### src/rtl/keypad_scan.sv
// keypad_scan: 4x4 matrix keypad scanner with debounce and two-digit code register.
// Columns are driven active-low one at a time; rows are read back through a
// 2-flop synchronizer and evaluated once per SCAN_DIV-cycle sample tick.
// Optional feature macro: KEYPAD_REPEAT_EN (auto-repeat strobes while a key is held).
module keypad_scan #(
    parameter int SCAN_DIV     = 50000,
    parameter int DEBOUNCE     = 4,
    parameter int REPEAT_SCANS = 100
) (
    input  logic       clk,
    input  logic       clr,
    input  logic [3:0] row,
    output logic [3:0] col,
    output logic [3:0] key,
    output logic       key_valid,
    output logic       key_held,
    output logic [7:0] value
);

    localparam int DW = $clog2(SCAN_DIV);
    localparam int CW = $clog2(DEBOUNCE + 1);
    localparam logic [DW-1:0] DIV_LAST = DW'(SCAN_DIV - 1);
    localparam logic [CW-1:0] DB_LAST  = CW'(DEBOUNCE);

    typedef enum logic [1:0] {
        S_SCAN,
        S_DEBOUNCE,
        S_PRESSED,
        S_RELEASE
    } state_t;

    state_t        state;
    logic [1:0]    row_sync;
    logic [3:0]    row_meta;
    logic [3:0]    rs;
    logic [3:0]    lat;
    logic [DW-1:0] div;
    logic [CW-1:0] cnt;
    logic [CW-1:0] cnt_next;
    logic          tick;
    logic [3:0]    scan_code;
    logic [3:0]    lat_code;

    // Index of the single low bit of an active-low one-hot pattern.
    function automatic logic [1:0] low_index(input logic [3:0] v);
        case (v)
            4'b1110: return 2'd0;
            4'b1101: return 2'd1;
            4'b1011: return 2'd2;
            default: return 2'd3;
        endcase
    endfunction

    function automatic logic one_low(input logic [3:0] v);
        return (v == 4'b1110) || (v == 4'b1101) || (v == 4'b1011) || (v == 4'b0111);
    endfunction

    // Keypad legend, indexed by {row, column}.
    function automatic logic [3:0] hex_code(input logic [1:0] r, input logic [1:0] c);
        case ({r, c})
            4'h0: return 4'h1;  4'h1: return 4'h2;  4'h2: return 4'h3;  4'h3: return 4'hA;
            4'h4: return 4'h4;  4'h5: return 4'h5;  4'h6: return 4'h6;  4'h7: return 4'hB;
            4'h8: return 4'h7;  4'h9: return 4'h8;  4'hA: return 4'h9;  4'hB: return 4'hC;
            4'hC: return 4'h0;  4'hD: return 4'hF;  4'hE: return 4'hE;  default: return 4'hD;
        endcase
    endfunction

    assign row_sync  = '0;
    assign tick      = (div == DIV_LAST);
    assign cnt_next  = cnt + 1'b1;
    assign scan_code = hex_code(low_index(rs), low_index(col));
    assign lat_code  = hex_code(low_index(lat), low_index(col));

`ifdef KEYPAD_REPEAT_EN
    localparam int RW = $clog2(REPEAT_SCANS + 1);
    localparam logic [RW-1:0] REP_LAST = RW'(REPEAT_SCANS);
    logic [RW-1:0] rep;
`else
    // REPEAT_SCANS only has meaning when auto-repeat is built in.
    logic unused_repeat;
    assign unused_repeat = (REPEAT_SCANS > 0) | (|row_sync);
`endif

    // Two-flop synchronizer for the asynchronous row inputs (idle high).
    always_ff @(posedge clk) begin
        // NOTE: sequential state uses non-blocking assignments so every flop samples pre-edge values.
        if (clr) begin
            row_meta <= 4'b1111;
            rs       <= 4'b1111;
        end else begin
            row_meta <= row;
            rs       <= row_meta;
        end
    end

    // Free-running sample divider; restarts only on clr.
    always_ff @(posedge clk) begin
        if (clr) div <= '0;
        else     div <= tick ? '0 : div + 1'b1;
    end

    // Scan / debounce / hold state machine with registered outputs.
    always_ff @(posedge clk) begin
        if (clr) begin
            state     <= S_SCAN;
            col       <= 4'b1110;
            key       <= 4'h0;
            key_valid <= 1'b0;
            key_held  <= 1'b0;
            value     <= 8'h00;
            lat       <= 4'b1111;
            cnt       <= '0;
`ifdef KEYPAD_REPEAT_EN
            rep       <= '0;
`endif
        end else begin
            key_valid <= 1'b0;
            if (tick) begin
                unique case (state)
                    S_SCAN: begin
                        if (one_low(rs)) begin
                            lat <= rs;
                            if (DEBOUNCE == 1) begin
                                state     <= S_PRESSED;
                                key_held  <= 1'b1;
                                key_valid <= 1'b1;
                                key       <= scan_code;
                                value     <= {value[3:0], scan_code};
`ifdef KEYPAD_REPEAT_EN
                                rep       <= '0;
`endif
                            end else begin
                                cnt   <= CW'(1);
                                state <= S_DEBOUNCE;
                            end
                        end else begin
                            col <= {col[2:0], col[3]};
                        end
                    end
                    S_DEBOUNCE: begin
                        if (rs == lat) begin
                            if (cnt_next == DB_LAST) begin
                                state     <= S_PRESSED;
                                key_held  <= 1'b1;
                                key_valid <= 1'b1;
                                key       <= lat_code;
                                value     <= {value[3:0], lat_code};
`ifdef KEYPAD_REPEAT_EN
                                rep       <= '0;
`endif
                            end else begin
                                cnt <= cnt_next;
                            end
                        end else begin
                            state <= S_SCAN;
                            col   <= {col[2:0], col[3]};
                        end
                    end
                    S_PRESSED: begin
                        if (rs == 4'b1111) begin
                            if (DEBOUNCE == 1) begin
                                state    <= S_SCAN;
                                key_held <= 1'b0;
                                col      <= {col[2:0], col[3]};
                            end else begin
                                cnt   <= CW'(1);
                                state <= S_RELEASE;
                            end
                        end
`ifdef KEYPAD_REPEAT_EN
                        else if (rs == lat) begin
                            if (rep + 1'b1 == REP_LAST) begin
                                rep       <= '0;
                                key_valid <= 1'b1;
                                key       <= lat_code;
                                value     <= {value[3:0], lat_code};
                            end else begin
                                rep <= rep + 1'b1;
                            end
                        end
`endif
                    end
                    S_RELEASE: begin
                        if (rs == 4'b1111) begin
                            if (cnt_next == DB_LAST) begin
                                state    <= S_SCAN;
                                key_held <= 1'b0;
                                col      <= {col[2:0], col[3]};
                            end else begin
                                cnt <= cnt_next;
                            end
                        end else begin
                            // Release bounce: back to held, no new strobe.
                            state <= S_PRESSED;
                        end
                    end
                    default: state <= S_SCAN;
                endcase
            end
        end
    end

endmodule

### config.mk
export PLATFORM = sky130hd
export DESIGN_NAME = keypad_scan
export DESIGN_NICKNAME = d
export VERILOG_FILES = /design/src/rtl/keypad_scan.sv
export SDC_FILE = /design/constraint.sdc
export NUM_CORES = 1
export LEC_CHECK = 0
export ABC_CLOCK_PERIOD_IN_PS = 1900
export CAP_MARGIN = 5
export CELL_PAD_IN_SITES_DETAIL_PLACEMENT = 1
export CELL_PAD_IN_SITES_GLOBAL_PLACEMENT = 1
export CORE_MARGIN = 2
export CORE_UTILIZATION = 39
export DETAILED_ROUTE_END_ITERATION = 16
export GPL_TIMING_DRIVEN = 1
export PLACE_DENSITY = 0.76
export SLEW_MARGIN = 5
export SYNTH_ARGS = -nofsm -noshare
export SYNTH_HDL_FRONTEND = slang
export SYNTH_SLANG_ARGS = --single-unit
### constraint.sdc
create_clock -name clk -period 1.9 [get_ports clk]
set_clock_uncertainty 0.1 [all_clocks]
set_input_delay 0.38 -clock clk [delete_from_list [all_inputs] [get_ports clk]]
set_output_delay 0.38 -clock clk [all_outputs]
set_load 0.02 [all_outputs]
==> Yosys cells after proc, flatten, opt, wreduce, memory -nomap -nowiden <==
Memories as Yosys holds them, arrays and structs flattened.
Cells that the tools add are included.
{ "totals": {"out_inout_bits": 18, "in_bits": 6, "wordCells": 84, "rom_bits": 64, "ff_bits": 51, "n_memories": 1} }
{ "op_classes": {"reduce_logical": 14, "n_mux": 26, "bitwise_logic": 3, "add_sub_neg": 2, "eq_ne": 27} }
{ "mem_list": {"columns": ["memory", "words", "word_bits", "read_ports", "rd_ports_with_merged_regs", "wr", "line", "rtl"], "rows": [
  ["(name not given)", 16, 4, 1, 0, 0, "60", "case ({r, c})"]
]} }
{ "ops": {"columns": ["op", "n"], "rows": [
  ["equality test 4 bit (second input constant)", 10],
  ["adder 16 x 1 -> 16 bit (second input constant)", 1],
  ["equality test 16 bit (second input constant)", 1],
  ["two-way mux 4 bit", 4],
  ["!= test 2 bit (second input constant)", 8],
  ["two-way mux 3 bit", 5],
  ["two-way mux 2 bit", 6],
  ["case mux 2 bit (3 select lines)", 2],
  ["case mux 3 bit (4 select lines)", 1],
  ["case mux 4 bit (3 select lines)", 1],
  ["AND reduction 6 bit", 2],
  ["AND reduction 5 bit", 2],
  ["case mux 2 bit (4 select lines)", 1],
  ["!= test 3 bit (second input constant)", 2],
  ["two-way mux 1 bit", 5],
  ["equality test 2 bit (second input constant)", 2],
  ["equality test 4 x 3 -> 1 bit (second input constant)", 1],
  ["equality test 4 bit", 1],
  ["AND reduction 4 bit", 1],
  ["OR reduction 4 bit", 1],
  ["adder 3 x 1 -> 3 bit (second input constant)", 1],
  ["equality test 3 bit (second input constant)", 1],
  ["logical OR 1 bit", 3],
  ["inverter 1 bit", 3],
  ["other kinds (7)", 7]
]} }

==> Depth between registers and ports, before layout <==
{ "depth": {"depth_word": 6, "ltp_mapped": 7, "mapped_depth_nobuf": 7} }

==> Least setup slack after synthesis <==
OpenSTA, ideal clock, no wires.
{ "synth_timing": {"kind": "reg-to-reg", "start": "register div[0]", "end": "register value[7]", "setup_time_ns": 0.128, "setup_slack_ns": -0.052, "t_arrival_ns": 1.724, "path_buffers": 0, "path_stages_with_launch": 7, "path_cell_list": "dfxtp_1 ha_1 and3_1 nand4_2 nor4_4 mux2i_1 nor2_1"} }
{ "synth_between": {"elab_chain_len": 2} }
{ "synth_lines": {"columns": ["element", "line", "rtl"], "rows": [
  ["start, declared", "37", "logic [DW-1:0] div;"],
  ["start signal, assigned", "99", "else div <= tick ? '0 : div + 1'b1;"],
  ["equality test 16 bit", "69", "assign tick = (div == DIV_LAST);"],
  ["AND reduction 4 bit (no line)", null, null],
  ["end signal, assigned", "128", "value <= {value[3:0], scan_code};"],
  ["end signal, assigned", "147", "value <= {value[3:0], lat_code};"],
  ["end, declared", "17", "output logic [7:0] value"]
]} }
Every way passes these cells.
A chain may end at the register's enable or synchronous reset.

==> Worst setup path after layout <==
{ "layout_timing": {"start": "register div[7]", "end": "register lat[3]"} }
{ "layout_between": {"elab_chain_len": 2} }
{ "layout_lines": {"columns": ["element", "line", "rtl"], "rows": [
  ["equality test 16 bit", "69", null],
  ["AND reduction 3 bit (no line)", null, null],
  ["end signal, assigned", "122", "lat <= rs;"],
  ["end, declared", "36", "logic [3:0] lat;"]
]} }
Every way passes these cells.

==> results_dict.tcl <==
set metrics [dict create \
    relSlewSlack 0.710 \
    port_buffers 23 \
    multi_input_area_mm2 0.00134 \
    grt_pass1_wl_mm 8.96 \
    diodes 0 \
    mostFrequentLayoutCell "dfxtp_1" \
    cts_root_buffer "clkbuf_8" \
    power_density_mw_per_mm2 601 \
    placed_area_mm2 0.00276 \
    yosysSeqAreaShare 0.409 \
    viasPerCell 5.38 \
    worst_slew_pin_slew_ps 435 \
    required_ps 1990 \
    synth_nets 266 \
    grt_use_total 0.173 \
    fillerInstances 668 \
    rows 27 \
    yosys.area.top_type "dfxtp_1" \
    fin_area_mm2 0.00302 \
    final-hold-violation-count 0 \
    drv_cap 0 \
    synth_edf_count 0 \
    crit_arrival_ps 1950 \
    ant_nets 0 \
    synth_top_area_frac 0.409 \
    regArea_um2 958 \
    rrSetupSlack_ps 40 \
    rsz0062_at_grt "yes" \
    irDropWorstVdd_mv 0.481 \
    p_leak_uw 0.00115 \
    min-delay-start "row_meta[2]$_SDFF_PP1_" \
    async_flop_share 0 \
    ys_warn_count 0 \
    cts_made_buffers 5 \
    post-place-cells 360 \
    clk_latency_ps 300 \
    drt_wl_total_mm 5.47 \
    final_cell_mix "dfxtp_1 (35), nor2_1 (31), buf_4 (29), clkdlybuf4s50_1 (21)" \
    layout-drive-gt1-share 0.266 \
    fp.dieH_um 80.8 \
    grt_overflow 0 \
    area_growth_pct 31.3 \
    fin_total_pwr_uw 1810 \
    holdPathEnd "rs[2]$_SDFF_PP1_" \
    clk_path_buf_depth 2 \
    fin_crit_sh 0.981 \
    antenna_found_initial 0 \
    setup_viol 0 \
    worst_setup_hold_path_clk_slew_ps 80 \
    setup_tns_ps 0 \
    synth_cell_types 45 \
    cts-htree-levels 2 \
    post-dp-hpwl_mm 3.83 \
    cts_tree "built" \
    grt_pass1_vias 1946 \
    period_needed_ps 1860 \
    core_area_mm2 0.00561 \
    die_w_um 80.8 \
    post_drt_wl_per_cell_um 14.7 \
    syn-instance-count 256 \
    crit_type "reg -> reg" \
    vias 2005 \
    first_pass_iters 4 \
    syn_avg_cell_area_um2 8.99 \
    rr_startpoint "div[7]$_SDFF_PP0_" \
    status "finished, final reports clean" \
    grt_max_degree 22 \
    die-area_mm2 0.00653 \
    holdPathStages 1 \
    rr_worst_depth 6 \
    path_max_fanout 8 \
    worst_setup_path_start_kind "register" \
    synth-seq-cells 47 \
    hp-class "reg -> reg" \
    drc 0 \
    r2r_end "lat[3]$_SDFFE_PP1P_" \
    ios 24 \
    routabilityCongestion 0.790 \
    cts_sinks 47 \
    synthFlopType "dfxtp_1" \
    max_freq_ghz 0.536 \
    drv_slew 0 \
    drtIter0Drc 52 \
    stdcell_count 373 \
    syn_area_mm2 0.00230 \
    worstSetupEndpointType "register" \
    fin_nets 311 \
    initial_core_util 0.410 \
    post_synth_main_area_contributors "dfxtp_1 (41%), nor2_1 (5.1%), xnor2_1 (4.2%)" \
]
final cells by class:
type,count,area share
clock inverter,2,0.0124
tap,72,0.0298
inverter,5,0.00621
clock buffer,5,0.0228
sequential,47,0.317
timing repair buffer,55,0.169
multi-input combinational,187,0.443
logic make-up after synthesis:
group,Yosys count,synth area share
buf+inv,22,0.0446
flops,47,0.409
compound gates,44,0.131
simple gates,110,0.278
fa+ha+maj,4,0.0218
xor+xnor,20,0.0761
mux,9,0.0392
state kept, by name, indices dropped and copies added, names as in the netlist:
signal     flops
col            4
key_valid      1
cnt            3
lat            4
value          5
key            3
div           16
state          2
row_meta       4
key_held       1
rs             4
how the worst max path moves through the flow:
stage | startpoint | end | depth (start not counted)
floorplan | lat[0]$_SDFFE_PP1P_ | value[7]$_SDFFE_PP0P_ | 6
global placement | div[0]$_SDFF_PP0_ | lat[2]$_SDFFE_PP1P_ | 7
detailed placement | div[0]$_SDFF_PP0_ | lat[1]$_SDFFE_PP1P_ | 7
CTS | div[0]$_SDFF_PP0_ | lat[1]$_SDFFE_PP1P_ | 7
global route | div[7]$_SDFF_PP0_ | lat[3]$_SDFFE_PP1P_ | 6
finish | div[7]$_SDFF_PP0_ | lat[3]$_SDFFE_PP1P_ | 6
worst max-delay path: stages (launching register included):
cell	delay, ps
dfxtp_4	370
nor4_4	320
nand4_1	270
nor3b_2	220
buf_4	180
nor2b_1	50
a211o_1	250
where the power goes:
group,leakage [uW],internal [uW],switching [uW]
sequential,0.000382,997,12.7
combinational,0.000715,47.5,43.9
clock,0.0000502,385,329
total,0.00115,1430,385
through the flow:
stage	setup slack [ps]	hold WS, ps	utilization
2_1_floorplan	2.28	289	-
3_3_place_gp	49.9	292	0.492
3_5_place_dp	-6.74	299	0.492
4_1_cts	6.53	320	0.512
5_1_grt	-89.0	335	0.539
6_report	35.2	317	0.539
repair_timing:
| action | 4_1_cts | 5_1_grt |
|---|---|---|
| buffers inserted | 0 | 5 |
| gates resized for setup | 7 | 26 |
| endpoints found under the setup margin | 8 | 27 |
| cloned | 0 | 1 |
| pin swaps | 1 | 7 |
| endpoints found under the hold margin | 0 | 0 |
| hold buffers | 0 | 0 |
Yosys cell counts, types with 5 or more instances:
cell / n
nand4_1: 7
nand3_1: 9
nor2b_1: 8
a31oi_1: 5
mux2i_1: 9
nand2_1: 12
dfxtp_1: 47
nand4b_1: 6
a21oi_1: 8
xnor2_1: 11
nor2_1: 31
clkbuf_1: 9
xor2_1: 9
or2_2: 11
o21ai_0: 7
inv_1: 5
layer usage:
layer / routed length [um] / GRT usage
met1: 2350 / 0.195
met2: 2950 / 0.326
met3: 131 / 0.0411
met4: 38 / 0.0458
met5: 0 / 0
Note: power is estimated with default switching activity, not from simulation.
==> patch 1 (same settings) <==
Add a define of `KEYPAD_REPEAT_EN`.
--- a/src/rtl/keypad_scan.sv
+++ b/src/rtl/keypad_scan.sv
@@ -2,6 +2,8 @@
 // Columns are driven active-low one at a time; rows are read back through a
 // 2-flop synchronizer and evaluated once per SCAN_DIV-cycle sample tick.
 // Optional feature macro: KEYPAD_REPEAT_EN (auto-repeat strobes while a key is held).
+`define KEYPAD_REPEAT_EN
+
 module keypad_scan #(
     parameter int SCAN_DIV     = 50000,
     parameter int DEBOUNCE     = 4,
Check against the original RTL: same outputs for any inputs over 10 cycles, from zero or initial values; that may be too few to reach the edited logic, so the function may still have changed.
==> patch 1 against the original RTL <==
Setup slack got worse by 290 ps. Global-route usage increased by 6.5 points. The flow now finishes with violations (setup timing). Utilization increased by 4.7 points. Largest cell class unchanged. Critical endpoint is now state[1]. Wire length increased by 78%. Area after synthesis increased by 24%. Sequential cell count increased by 7. Design area increased by 39%. Critical path depth increased by 1.
Power is not compared: it rests on default switching activity, and its combinational part moved more than twofold at a synthesized area within 25%.
==> patch 1: results (changes against the original RTL) <==
Post-DP HPWL 6080 µm (was 3830 µm); CP peak stage delay 390 ps (was 370 ps); CTS H-tree depth 2 (unchanged); DR pass1 iterations 4 (unchanged); Clock Latency Late Sink 310 ps; sequential share of the synthesized area 0.378 (was 0.409); maximum clock path buffer count 2 (unchanged); largest net degree at the start of global routing 19 (was 22); Post-DP Area 3710 µm² (was 2760 µm²); CP max stage cell dfxtp_1 (was dfxtp_4); Routability Congestion 0.849 (was 0.790); critical path's top delay family flip-flops (was simple AND/OR/NAND/NOR gates); Slew HR 0.679 (was 0.710); gr usage total 0.239 (was 0.173); P_leak 1.71 nW; critical path arrival 2270 ps (was 1950 ps); failing checks setup timing; Place WS -298 ps (was -6.74 ps); top post-synthesis cells by area dfxtp_1 (38%), ha_1 (4.4%), mux2i_1 (4.2%) (was dfxtp_1 (41%), nor2_1 (5.1%), xnor2_1 (4.2%)); Synthesized Nets 342 (was 266); endpoints failing setup 26 (was 0); first-pass GRT wire length 14700 µm (was 8960 µm); biggest regs div (16), rep (7), value (5) (was div (16), value (5)); ys async rst share 0 (unchanged); max cap viols 0 (unchanged); status finished with violations (was finished clean); share of cells above drive strength 1 0.379 (was 0.266); Max Fanout on Critical Path 5 (was 8); HP Class reg2reg (unchanged); vias post-DR 2874 (was 2005); Synth cell types 54 (was 45); CTS Buf Count 5 (unchanged); Worst VDD drop 0.393 mV; nets 440 (was 311); DRT iter0 DRCs 103 (was 52); Synth top cells by count dfxtp_1 (54), nor2_1 (30), nand2_1 (22) (was dfxtp_1 (47), nor2_1 (31), nand2_1 (12)); Setup WS post-layout -258 ps (was 35.2 ps); vias in the first global route 2974 (was 1946); clock slew at reported path FFs 110 ps (was 80 ps); synth warn 0 (unchanged); Clock Tree Root clkbuf_8 (unchanged); Post-synth EDFFs 0 (unchanged); port buffer count 23 (unchanged); Antenna diodes 0 (unchanged); initial antenna violation count 0 (unchanged); WL final 9730 µm (was 5470 µm)
-- patch 1: changes by cell type after synthesis, sizes merged, moves of 4 or more --
cell    change
nand3       +7
nor2b       -8
o21ai       +9
ha          +6
inv         +8
and3       +12
nand4       -5
dfxtp       +7
o311ai      +4
nand2      +10
-- patch 1: final timing paths --
check / endpoint / cells after the start / slack (ps) / from
max: state[1] / 7 / -260 / lat[1]
min: rs[2] / 1 / 330 / row_meta[2]
min reg2reg: rs[2] / 1 / 330 / row_meta[2]
max reg2reg: state[1] / 7 / -260 / lat[1]
-- patch 1: final cells by class --
| cell class | instances | area [µm²] |
|---|---|---|
| Sequential cell | 54 | 1100 |
| Multi-Input combinational cell | 240 | 1850 |
| Timing Repair Buffer | 110 | 963 |
| Inverter | 13 | 48.8 |
| Tap cell | 99 | 124 |
| Clock inverter | 3 | 47.5 |
| Clock buffer | 5 | 68.8 |
| Fill cell | 806 | 2980 |
-- patch 1: kinds of logic (layout without fill, tap and decap cells) --
kind of cell / after synthesis / after routing / share of synthesized area
buffers and inverters: 32 / 131 / 0.0543
AND/OR/NAND/NOR: 135 / 135 / 0.263
AO/OA/AOI/OAI: 63 / 63 / 0.157
multiplexers: 13 / 13 / 0.0460
flip-flops: 54 / 54 / 0.378
adder cells (fa/ha/maj): 10 / 10 / 0.0438
XOR/XNOR: 19 / 19 / 0.0582
-- patch 1: what timing repair did --
| action | in CTS | in global routing |
|---|---|---|
| hold buffers | 0 | 0 |
| setup buffers | 5 | 5 |
| pin swaps | 15 | 8 |
| cloned | 2 | 0 |
| setup endpoints to repair | 48 | 43 |
| resized for setup | 47 | 28 |
-- patch 1: layer usage --
metal | GRT usage | vias to the layer above | share of wire
met3 | 0.0384 | 27 | 0.024
met5 | 0 | - | 0
met4 | 0.0828 | 0 | 0.030
li1 | - | 1366 | -
met1 | 0.279 | 1419 | 0.42
met2 | 0.439 | 62 | 0.52
-- patch 1: worst reg2reg max path: stages (launching register included) --
cell,delay (ps)
dfxtp_1,390
xor2_1,360
nor4_4,110
buf_4,180
buf_4,140
a221oi_2,380
nor3_1,120
mux2_2,290
-- patch 1: power breakdown --
group          internal, W  leakage [nW]  total [W]  switching (W)
clock network     0.000400        0.0587   0.000813       0.000413
registers          0.00114         0.437    0.00115     0.00000736
logic            0.0000901          1.21   0.000188      0.0000977
-- patch 1: per-stage QoR --
stage / cells / TNS, ps
global placement: 505 / -4720
global route: 524 / -4760
floorplan: 326 / -2110
detailed placement: 505 / -6260
CTS: 520 / -1530
finish: 524 / -2970
==> patch 2 (same settings) <==
Made on the original files. The 4 states of `state_t` get a one-hot encoding in 4 bits.
--- a/src/rtl/keypad_scan.sv
+++ b/src/rtl/keypad_scan.sv
@@ -22,11 +22,11 @@
     localparam logic [DW-1:0] DIV_LAST = DW'(SCAN_DIV - 1);
     localparam logic [CW-1:0] DB_LAST  = CW'(DEBOUNCE);
 
-    typedef enum logic [1:0] {
-        S_SCAN,
-        S_DEBOUNCE,
-        S_PRESSED,
-        S_RELEASE
+    typedef enum logic [3:0] {
+        S_SCAN     = 4'b0001,
+        S_DEBOUNCE = 4'b0010,
+        S_PRESSED  = 4'b0100,
+        S_RELEASE  = 4'b1000
     } state_t;
 
     state_t        state;
Check against the original RTL: same outputs for any inputs over 10 cycles, from zero or initial values; not proved beyond that.
==> patch 2 against the original RTL <==
Synthesized cell count is 3.1% higher. Sequential cell count increased by 2. Total power is 12% higher. Area after synthesis increased by 6.0%. Combinational power increased by 2%. First-iteration DRC count grew 46%. Wire length increased by 21%. Utilization is 0.69 points lower. Setup slack got worse by 5.1 ps. Design area up 5.5%. Critical path type unchanged. Critical endpoint is now value[5]. Highest routed layer unchanged.
==> patch 2: results (changes against the original RTL) <==
status finished clean (unchanged); Synthesized Nets 274 (was 266); Synth cell types 46 (was 45); Routability Congestion 0.866 (was 0.790); CP max stage cell dfxtp_2 (was dfxtp_4); Synth top cells by count dfxtp_1 (49), nor2_1 (32), nand2_1 (29) (was dfxtp_1 (47), nor2_1 (31), nand2_1 (12)); Post-DP HPWL 4430 µm (was 3830 µm); Place WS -30.9 ps (was -6.74 ps); first-pass GRT wire length 10800 µm (was 8960 µm); met3 usage 0.0358 (was 0.0411); GR Util met1 0.249 (was 0.195); vias per cell 5.38 (about the same); Syn-to-layout area delta 30.7% (was 31.3%); sequential share of the synthesized area 0.402 (was 0.409); clock slew at reported path FFs 100 ps (was 80 ps); met3 routed wirelength 147 µm (was 131 µm); Max Fanout on Critical Path 6 (was 8); Post-DP Area 2910 µm² (was 2760 µm²); WHS 317 ps (about the same); P_leak 1.28 nW (was 1.15 nW); met2 Usage GRT 0.326 (about the same); Slew HR 0.604 (was 0.710); M1 WL 3090 µm (was 2350 µm); cells after synthesis 264 (was 256); DRT iter0 DRCs 76 (was 52); CP peak stage delay 350 ps (was 370 ps); vias in the first global route 2163 (was 1946); Worst VDD drop 0.317 mV (was 0.481 mV); Hold Path Sink rs[0] (was rs[2]); largest net degree at the start of global routing 26 (was 22)
[patch 2: cell count changes after synthesis, sizes merged, moves of 3 or more]
cell,unedited run,this run
a211o,4,1
a21boi,1,5
a21oi,8,3
a31oi,5,0
and3,3,6
and4,2,6
mux2i,9,19
nand2,12,29
nor2b,8,2
nor4b,0,4
or2,11,8
or3,4,0
[patch 2: where the power goes]
group          leakage [nW]  switching (W)  internal, W   total, W
clock                0.0681       0.000366     0.000523   0.000889
combinational         0.818      0.0000495    0.0000435  0.0000931
sequential            0.398      0.0000114      0.00104    0.00105
total                  1.28       0.000427      0.00161    0.00203
[patch 2: worst max-delay path: cells and delay by family (launching register included)]
family	cells	cell delay [ps]
flops	1	350
fa+ha+maj	1	200
buf+inv	2	340
simple gates	4	570
mux	1	190
[patch 2: area by class of cell]
| cell class | instances | area share |
|---|---|---|
| clock buffers | 5 | 0.0216 |
| clock inverters | 3 | 0.0204 |
| inverters | 4 | 0.00471 |
| multi-input cells | 195 | 0.453 |
| flip-flops and latches | 49 | 0.313 |
| well taps | 75 | 0.0294 |
| repair buffers | 58 | 0.159 |
[patch 2: cell families after synthesis]
| logic type | Yosys count | share of synthesized area |
|---|---|---|
| XOR/XNOR | 22 | 0.0790 |
| AND/OR/NAND/NOR | 122 | 0.289 |
| AO/OA/AOI/OAI | 28 | 0.0898 |
| adder cells (fa/ha/maj) | 4 | 0.0205 |
| multiplexers | 19 | 0.0780 |
| flip-flops | 49 | 0.402 |
| buffers and inverters | 20 | 0.0416 |
[patch 2: repair_timing]
| item | CTS | global route |
|---|---|---|
| pin swaps | 1 | 3 |
| hold buffers | 0 | 0 |
| endpoints found under the setup margin | 14 | 26 |
| cloned | 1 | 0 |
| setup buffers | 1 | 3 |
| gates resized for setup | 9 | 22 |
